`config.mk`:
```
export PLATFORM = sky130hd
export DESIGN_NAME = fmmu_mapper_flat
export DESIGN_NICKNAME = d
export VERILOG_FILES = /design/src/rtl/fmmu_mapper_if.sv /design/src/rtl/fmmu_mapper.sv /design/src/flat_wrapper.sv
export SDC_FILE = /design/constraint.sdc
export NUM_CORES = 1
export LEC_CHECK = 0
export ABC_AREA = 1
export CAP_MARGIN = 5
export CORE_MARGIN = 5
export CORE_UTILIZATION = 50
export DETAILED_ROUTE_END_ITERATION = 7
export HOLD_SLACK_MARGIN = 0.15
export PLACE_DENSITY = 0.83
export SYNTH_ARGS = -nofsm -noshare
export SYNTH_HDL_FRONTEND = slang
export SYNTH_SLANG_ARGS = --single-unit
```
`constraint.sdc`:
```
create_clock -name clk -period 21.1 [get_ports clk]
set_input_delay 5.275 -clock clk [delete_from_list [all_inputs] [get_ports clk]]
set_output_delay 5.275 -clock clk [all_outputs]
set_load 0.05 [all_outputs]
```
`src/rtl/fmmu_mapper_if.sv`:
```
// fmmu_mapper_if -- request / segment / completion bundle for fmmu_mapper.
//
// Signals:
//   req_valid, req_ready, req_laddr[31:0], req_len[LEN_W-1:0], req_write
//       logical datagram request (req_write = 1 for a write datagram)
//   seg_valid, seg_ready, seg_paddr[15:0], seg_len[LEN_W-1:0],
//   seg_offset[LEN_W-1:0], seg_idx[3:0]
//       one physical segment per hitting FMMU entry
//   done, done_hits[4:0]
//       single-cycle completion pulse with the number of segments emitted
//
// Modports:
//   master -- request source / segment sink
//   slave  -- the mapper
interface fmmu_mapper_if #(
  parameter int LEN_W = 11
) ();
  logic             req_valid;
  logic             req_ready;
  logic [31:0]      req_laddr;
  logic [LEN_W-1:0] req_len;
  logic             req_write;

  logic             seg_valid;
  logic             seg_ready;
  logic [15:0]      seg_paddr;
  logic [LEN_W-1:0] seg_len;
  logic [LEN_W-1:0] seg_offset;
  logic [3:0]       seg_idx;

  logic             done;
  logic [4:0]       done_hits;

  modport master (
    output req_valid, req_laddr, req_len, req_write, seg_ready,
    input  req_ready, seg_valid, seg_paddr, seg_len, seg_offset, seg_idx,
           done, done_hits
  );

  modport slave (
    input  req_valid, req_laddr, req_len, req_write, seg_ready,
    output req_ready, seg_valid, seg_paddr, seg_len, seg_offset, seg_idx,
           done, done_hits
  );
endinterface

```
`src/rtl/fmmu_mapper.sv`:
```
// fmmu_mapper -- maps a logical datagram window onto the FMMU table and
// emits one physical segment per entry the window overlaps.
//
// Ports:
//   clk            single clock, rising edge
//   RST            synchronous active-high reset
//   cfg_phys_start per-entry physical start   (16 bits per entry)
//   cfg_log_start  per-entry logical start    (32 bits per entry)
//   cfg_log_len    per-entry logical length   (LEN_W bits per entry)
//   cfg_en         per-entry enable
//   cfg_rd_en      per-entry read permit
//   cfg_wr_en      per-entry write permit
//   bus            fmmu_mapper_if.slave (request, segment and done signals)
//
// Optional feature: define FMMU_DIR_CHECK_EN to qualify hits with the
// entry's read/write permit for the request direction. Without it the
// permit ports are present but ignored.
//
// State | meaning
// ------+---------------------------------------------------------------
// IDLE  | req_ready=1, waiting for a request
// SCAN  | evaluating entry idx_q against the latched request
// EMIT  | seg_valid=1, holding the segment until seg_ready
// DONE  | done pulse with done_hits, then back to IDLE
module fmmu_mapper #(
  parameter int NUM_FMMU = 4,
  parameter int LEN_W    = 11
) (
  input  logic                      clk,
  input  logic                      RST,
  input  logic [16*NUM_FMMU-1:0]    cfg_phys_start,
  input  logic [32*NUM_FMMU-1:0]    cfg_log_start,
  input  logic [LEN_W*NUM_FMMU-1:0] cfg_log_len,
  input  logic [NUM_FMMU-1:0]       cfg_en,
  input  logic [NUM_FMMU-1:0]       cfg_rd_en,
  input  logic [NUM_FMMU-1:0]       cfg_wr_en,
  fmmu_mapper_if.slave              bus
);

  localparam logic [3:0] IDX_LAST = 4'(NUM_FMMU - 1);

  typedef enum logic [1:0] {IDLE, SCAN, EMIT, DONE} state_e;

  state_e           state_q;
  logic [3:0]       idx_q;
  logic [4:0]       hits_q;
  logic [31:0]      laddr_q;
  logic [LEN_W-1:0] len_q;
  logic             write_q;
  logic [15:0]      seg_paddr_q;
  logic [LEN_W-1:0] seg_len_q;
  logic [LEN_W-1:0] seg_offset_q;
  logic [3:0]       seg_idx_q;
  logic [4:0]       done_hits_q;

  // Table padded to 16 entries so the 4-bit index never selects past the end.
  logic [15:0]      phys_a [16];
  logic [31:0]      log_a  [16];
  logic [LEN_W-1:0] llen_a [16];
  logic [15:0]      en_v;

  for (genvar g = 0; g < 16; g++) begin : g_pad
    if (g < NUM_FMMU) begin : g_on
      assign phys_a[g] = cfg_phys_start[g*16 +: 16];
      assign log_a[g]  = cfg_log_start[g*32 +: 32];
      assign llen_a[g] = cfg_log_len[g*LEN_W +: LEN_W];
    end else begin : g_off
      assign phys_a[g] = '0;
      assign log_a[g]  = '0;
      assign llen_a[g] = '0;
    end
  end

  assign en_v = 16'(cfg_en);

  logic dir_ok;
`ifdef FMMU_DIR_CHECK_EN
  logic [15:0] rd_v, wr_v;
  assign rd_v   = 16'(cfg_rd_en);
  assign wr_v   = 16'(cfg_wr_en);
  assign dir_ok = write_q ? wr_v[idx_q] : rd_v[idx_q];
`else
  logic unused_dir;
  assign unused_dir = ^{write_q, cfg_rd_en, cfg_wr_en};
  assign dir_ok     = 1'b1;
`endif

  // Window intersection at 33 bits so ends near 2^32 cannot wrap.
  // Zero lengths fall out as misses because hi can never exceed lo.
  logic [32:0]      log_lo, log_hi, req_lo, req_hi, lo, hi;
  logic             hit_d;
  logic [15:0]      seg_paddr_d;
  logic [LEN_W-1:0] seg_len_d;
  logic [LEN_W-1:0] seg_offset_d;

  always_comb begin
    log_lo       = {1'b0, log_a[idx_q]};
    log_hi       = log_lo + 33'(llen_a[idx_q]);
    req_lo       = {1'b0, laddr_q};
    req_hi       = req_lo + 33'(len_q);
    lo           = (req_lo > log_lo) ? req_lo : log_lo;
    hi           = (req_hi < log_hi) ? req_hi : log_hi;
    hit_d        = en_v[idx_q] & (lo < hi) & dir_ok;
    seg_paddr_d  = phys_a[idx_q] + 16'(lo - log_lo);
    seg_len_d    = LEN_W'(hi - lo);
    seg_offset_d = LEN_W'(lo - req_lo);
  end

  always_ff @(posedge clk) begin
    if (RST) begin
      state_q      <= IDLE;
      idx_q        <= '0;
      hits_q       <= '0;
      laddr_q      <= '0;
      len_q        <= '0;
      write_q      <= 1'b0;
      seg_paddr_q  <= '0;
      seg_len_q    <= '0;
      seg_offset_q <= '0;
      seg_idx_q    <= '0;
      done_hits_q  <= '0;
    end else begin
      case (state_q)
        IDLE: begin
          if (bus.req_valid) begin
            laddr_q <= bus.req_laddr;
            len_q   <= bus.req_len;
            write_q <= bus.req_write;
            idx_q   <= '0;
            hits_q  <= '0;
            state_q <= SCAN;
          end
        end
        SCAN: begin
          if (hit_d) begin
            seg_paddr_q  <= seg_paddr_d;
            seg_len_q    <= seg_len_d;
            seg_offset_q <= seg_offset_d;
            seg_idx_q    <= idx_q;
            state_q      <= EMIT;
          end else if (idx_q == IDX_LAST) begin
            done_hits_q <= hits_q;
            state_q     <= DONE;
          end else begin
            idx_q <= idx_q + 4'd1;
          end
        end
        EMIT: begin
          if (bus.seg_ready) begin
            hits_q <= hits_q + 5'd1;
            if (idx_q == IDX_LAST) begin
              done_hits_q <= hits_q + 5'd1;
              state_q     <= DONE;
            end else begin
              idx_q   <= idx_q + 4'd1;
              state_q <= SCAN;
            end
          end
        end
        DONE: state_q <= IDLE;
        default: state_q <= IDLE;
      endcase
    end
  end

  assign bus.req_ready  = (state_q == IDLE);
  assign bus.seg_valid  = (state_q == EMIT);
  assign bus.done       = (state_q == DONE);
  assign bus.seg_paddr  = seg_paddr_q;
  assign bus.seg_len    = seg_len_q;
  assign bus.seg_offset = seg_offset_q;
  assign bus.seg_idx    = seg_idx_q;
  assign bus.done_hits  = done_hits_q;

endmodule

```
`src/flat_wrapper.sv`:
```
// flat-port wrapper written by rule: the top's interface ports become plain ports
module fmmu_mapper_flat 
#(
  parameter int NUM_FMMU = 4,
  parameter int LEN_W    = 11
)
  (clk, RST, cfg_phys_start, cfg_log_start, cfg_log_len, cfg_en, cfg_rd_en, cfg_wr_en, bus_req_valid, bus_req_laddr, bus_req_len, bus_req_write, bus_seg_ready, bus_req_ready, bus_seg_valid, bus_seg_paddr, bus_seg_len, bus_seg_offset, bus_seg_idx, bus_done, bus_done_hits);
  fmmu_mapper_if #(.LEN_W(LEN_W)) bus_i ();
  input  logic clk;
  input  logic RST;
  input  logic [16*NUM_FMMU-1:0] cfg_phys_start;
  input  logic [32*NUM_FMMU-1:0] cfg_log_start;
  input  logic [LEN_W*NUM_FMMU-1:0] cfg_log_len;
  input  logic [NUM_FMMU-1:0] cfg_en;
  input  logic [NUM_FMMU-1:0] cfg_rd_en;
  input  logic [NUM_FMMU-1:0] cfg_wr_en;
  input wire logic [$bits(bus_i.req_valid)-1:0] bus_req_valid;
  input wire logic [$bits(bus_i.req_laddr)-1:0] bus_req_laddr;
  input wire logic [$bits(bus_i.req_len)-1:0] bus_req_len;
  input wire logic [$bits(bus_i.req_write)-1:0] bus_req_write;
  input wire logic [$bits(bus_i.seg_ready)-1:0] bus_seg_ready;
  output wire logic [$bits(bus_i.req_ready)-1:0] bus_req_ready;
  output wire logic [$bits(bus_i.seg_valid)-1:0] bus_seg_valid;
  output wire logic [$bits(bus_i.seg_paddr)-1:0] bus_seg_paddr;
  output wire logic [$bits(bus_i.seg_len)-1:0] bus_seg_len;
  output wire logic [$bits(bus_i.seg_offset)-1:0] bus_seg_offset;
  output wire logic [$bits(bus_i.seg_idx)-1:0] bus_seg_idx;
  output wire logic [$bits(bus_i.done)-1:0] bus_done;
  output wire logic [$bits(bus_i.done_hits)-1:0] bus_done_hits;
  assign bus_i.req_valid = bus_req_valid;
  assign bus_i.req_laddr = bus_req_laddr;
  assign bus_i.req_len = bus_req_len;
  assign bus_i.req_write = bus_req_write;
  assign bus_i.seg_ready = bus_seg_ready;
  assign bus_req_ready = bus_i.req_ready;
  assign bus_seg_valid = bus_i.seg_valid;
  assign bus_seg_paddr = bus_i.seg_paddr;
  assign bus_seg_len = bus_i.seg_len;
  assign bus_seg_offset = bus_i.seg_offset;
  assign bus_seg_idx = bus_i.seg_idx;
  assign bus_done = bus_i.done;
  assign bus_done_hits = bus_i.done_hits;
  fmmu_mapper #(.NUM_FMMU(NUM_FMMU), .LEN_W(LEN_W)) u_core (.clk(clk), .RST(RST), .cfg_phys_start(cfg_phys_start), .cfg_log_start(cfg_log_start), .cfg_log_len(cfg_log_len), .cfg_en(cfg_en), .cfg_rd_en(cfg_rd_en), .cfg_wr_en(cfg_wr_en), .bus(bus_i));
endmodule
```
==> impl_metrics.py <==
metrics = {
    "status": {
        "status": "completed",
    },
    "clocking": {
        "cts_inserted_buffers": 9,
        "htreeDepth": 3,
        "holdBufCountCts": 0,
        "post-cts-setup-buffer-count": 0,
        "post_cts_resized": 0,
        "root_buffer": "clkbuf_16",
        "clkSinkCount": 101,
        "clockBufferDepth": 2,
        "tritoncts": "built",
        "clk_pin_slew_worst_paths_ns": 0.08,
        "clk-insertion-delay-late_ns": 0.35,
    },
    "critical_path": {
        "cpMostUsedCell": "nand2_1",
        "cp-start-kind": "input pin",
        "worstPathRequired_ns": 21.34,
        "cp.arrival_ns": 14.15,
        "reg2reg_depth": 47,
        "r2r_start": "u_core.idx_q[0]",
        "max_stage_delay_ns": 0.61,
        "critPathKind": "input pin to register",
        "rrSetupSlack_ns": 10.69,
        "slowest_stage": "clkinv_2",
        "cp-end-kind": "register",
        "critPathMaxFanout": 49,
        "r2r-end": "u_core.bus.seg_paddr[15]",
    },
    "global_routing": {
        "track_usage_pct": 30.1,
        "grt_pass1_wl_um": 69100,
        "gr-total-overflow": 0,
        "grt_max_degree": 73,
        "grt_pass1_vias": 13500,
        "antenna_found_initial": 0,
    },
    "detailed_routing": {
        "wl_um": 45100,
        "vias_per_cell": 5.41,
        "route.met2.wl_um": 22400,
        "wl_met1_um": 18300,
        "drcViolationCount": 0,
        "wire_per_inst_um": 17.3,
        "num_vias": 14100,
        "wl_met3_um": 2340,
        "ant_nets": 0,
        "dr.pass1.iters": 5,
        "top_layer": "met4",
        "drtIter0Drc": 1009,
    },
    "min_path": {
        "hp-class": "register to register",
        "hold_end": "u_core.bus.seg_idx[2]",
        "hp-start": "u_core.bus.seg_idx[2]",
        "whs_path_depth": 2,
    },
    "synthesis": {
        "synth-edff-count": 0,
        "syn_area_per_cell_um2": 6.22,
        "synth.net_count": 2473,
        "async_reset_ff_share_pct": 0,
        "synth_ff_type": "dfxtp_1",
        "synthTopCellsByArea": "dfxtp_1 16%, ha_1 16%, nand2_1 13%, o21ai_0 9.8%, nor2_1 7.5%",
        "yosysWarnings": 0,
        "ys_seq_area_share_pct": 16.3,
        "synth.distinct_cells": 46,
        "synth_top_area_share_pct": 16.3,
        "netlist_area_mm2": 0.0124,
        "ys_ff_latch": 101,
        "syn_inst": 1997,
        "synth_top_cell_by_area": "dfxtp_1",
    },
    "floorplan": {
        "coreArea_mm2": 0.0244,
        "rows": 57,
        "ioPinCount": 346,
        "floorplan.initialDensity_pct": 50.9,
        "die-area_mm2": 0.0281,
        "die_w_um": 168,
        "die_h_um": 168,
    },
    "timing": {
        "timing.final.crit_share_pct": 65.9,
        "worstMarginPinSlew_ns": 0.935,
        "period_minus_slack_ns": 13.91,
        "hold_viol_final": 0,
        "slew_headroom_pct": 37.0,
        "skew_ns": 0.00690,
        "finalSetupTns_ns": 0,
        "rsz0062_at_grt": "false",
        "setup_violations": 0,
        "maxSlewViolCount": 0,
        "fmax_mhz": 71.9,
    },
    "finish": {
        "area_growth_pct": 30.2,
        "antenna_cells": 0,
        "drive_above_1_share_pct": 2.33,
        "fillers": 2283,
        "layout.cells.non_filler": 2601,
        "nets": 2748,
    },
    "placement": {
        "place.gp.congestion": 0.960,
        "hpwl_um": 37500,
        "port-buffer-count": 336,
        "dp_cells": 2585,
    },
    "flow_run": {
        "maxCapViolCount": 0,
    },
}
==> routing by layer <==
metal	vias up	global-route usage (%)
met1	6357	35.9
met5	-	0
met3	114	3.42
met4	0	11.6
li1	7147	-
met2	462	55.2
==> cells in the mapped netlist, drive strengths merged (3+ instances only) <==
library cell,count
nand2,431
nor2,251
o21ai,246
inv,218
a21oi,183
ha,161
dfxtp,101
nand3,77
xor2,69
clkbuf,59
buf,26
nor3,26
o22ai,26
nand4,20
fa,19
xnor2,17
or2,12
nor4,9
o211ai,8
a31oi,5
o21bai,5
a211oi,4
nand3b,4
a21o,3
and2,3
o21a,3
==> worst max-delay path by stage <==
| stage | startpoint | endpoint | cells past startpoint |
|---|---|---|---|
| detailed placement | cfg_log_start[64] | u_core.bus.seg_paddr[15] | 49 |
| finish | cfg_log_start[64] | u_core.bus.seg_paddr[15] | 49 |
| global placement | cfg_log_start[0] | u_core.bus.seg_paddr[15] | 49 |
| CTS | cfg_log_start[64] | u_core.bus.seg_paddr[15] | 49 |
| global route | cfg_log_start[64] | u_core.bus.seg_paddr[15] | 49 |
| floorplan | cfg_log_start[0] | u_core.bus.seg_offset[10] | 48 |
==> area by class of cell <==
type	count	area (um^2)	share of cell area, %
Clock buffer	9	225	1.39
Timing Repair Buffer	349	3460	21.4
Tap cell	324	405	2.51
Sequential cell	101	2030	12.5
Multi-Input combinational cell	1591	9170	56.7
Inverter	220	828	5.12
Clock inverter	7	65.1	0.402
==> through the flow <==
stage	worst slack [ns]	util (%)	cell area [um^2]	hold slack [ns]
after floorplan	10.02	-	12400	0.462
after global placement	7.15	65.1	15900	0.427
after detailed placement	6.98	65.1	15900	0.431
after CTS	7.27	66.3	16200	0.442
after global routing	6.35	66.3	16200	0.467
final	7.19	66.3	16200	0.444
==> placed cells by master, fill, tap and decap left out, drive strengths merged, types with 5 or more instances in the layout <==
cell and count:
dfxtp 101, fa 19, ha 161, or2 12
a31oi 5, a21oi 183, clkdlybuf4s50 336, xor2 69
nor2 251, nand3 77, xnor2 17, o211ai 8
nand4 20, inv 224, nand2 431, nor4 9
nor3 26, o21bai 5, clkbuf 9, buf 13
o22ai 26, o21ai 246
==> cells by family (layout without fill, tap and decap cells) <==
kind of cell	Yosys count	count (layout)	share of synthesized area (%)
compound gates	491	491	20.8
xor+xnor	86	86	6.06
fa+ha+maj	180	180	19.3
buf+inv	305	585	9.97
flops	101	101	16.3
simple gates	834	834	27.6
==> worst max-delay path: cells and delay by family <==
family / cells / cell delay [ns]
AOI/OAI and AO/OA: 5 / 1.40
adders and majority gates: 4 / 1.20
buffers and inverters: 5 / 1.48
and+or+nand+nor: 35 / 4.75
==> registers in the layout (all words and copies together) (netlist names) <==
| signal | count |
|---|---|
| u_core.len_q | 11 |
| u_core.laddr_q | 32 |
| u_core.bus.seg_len | 11 |
| u_core.bus.seg_offset | 11 |
| u_core.bus.seg_paddr | 16 |
| u_core.idx_q | 4 |
| u_core.bus.seg_idx | 4 |
| u_core.bus.done_hits | 5 |
| u_core.state_q | 2 |
| u_core.hits_q | 5 |
Power is left out: the tool's default activity adds up to more than one toggle a clock period on the data nets, which glitch-free logic cannot reach.
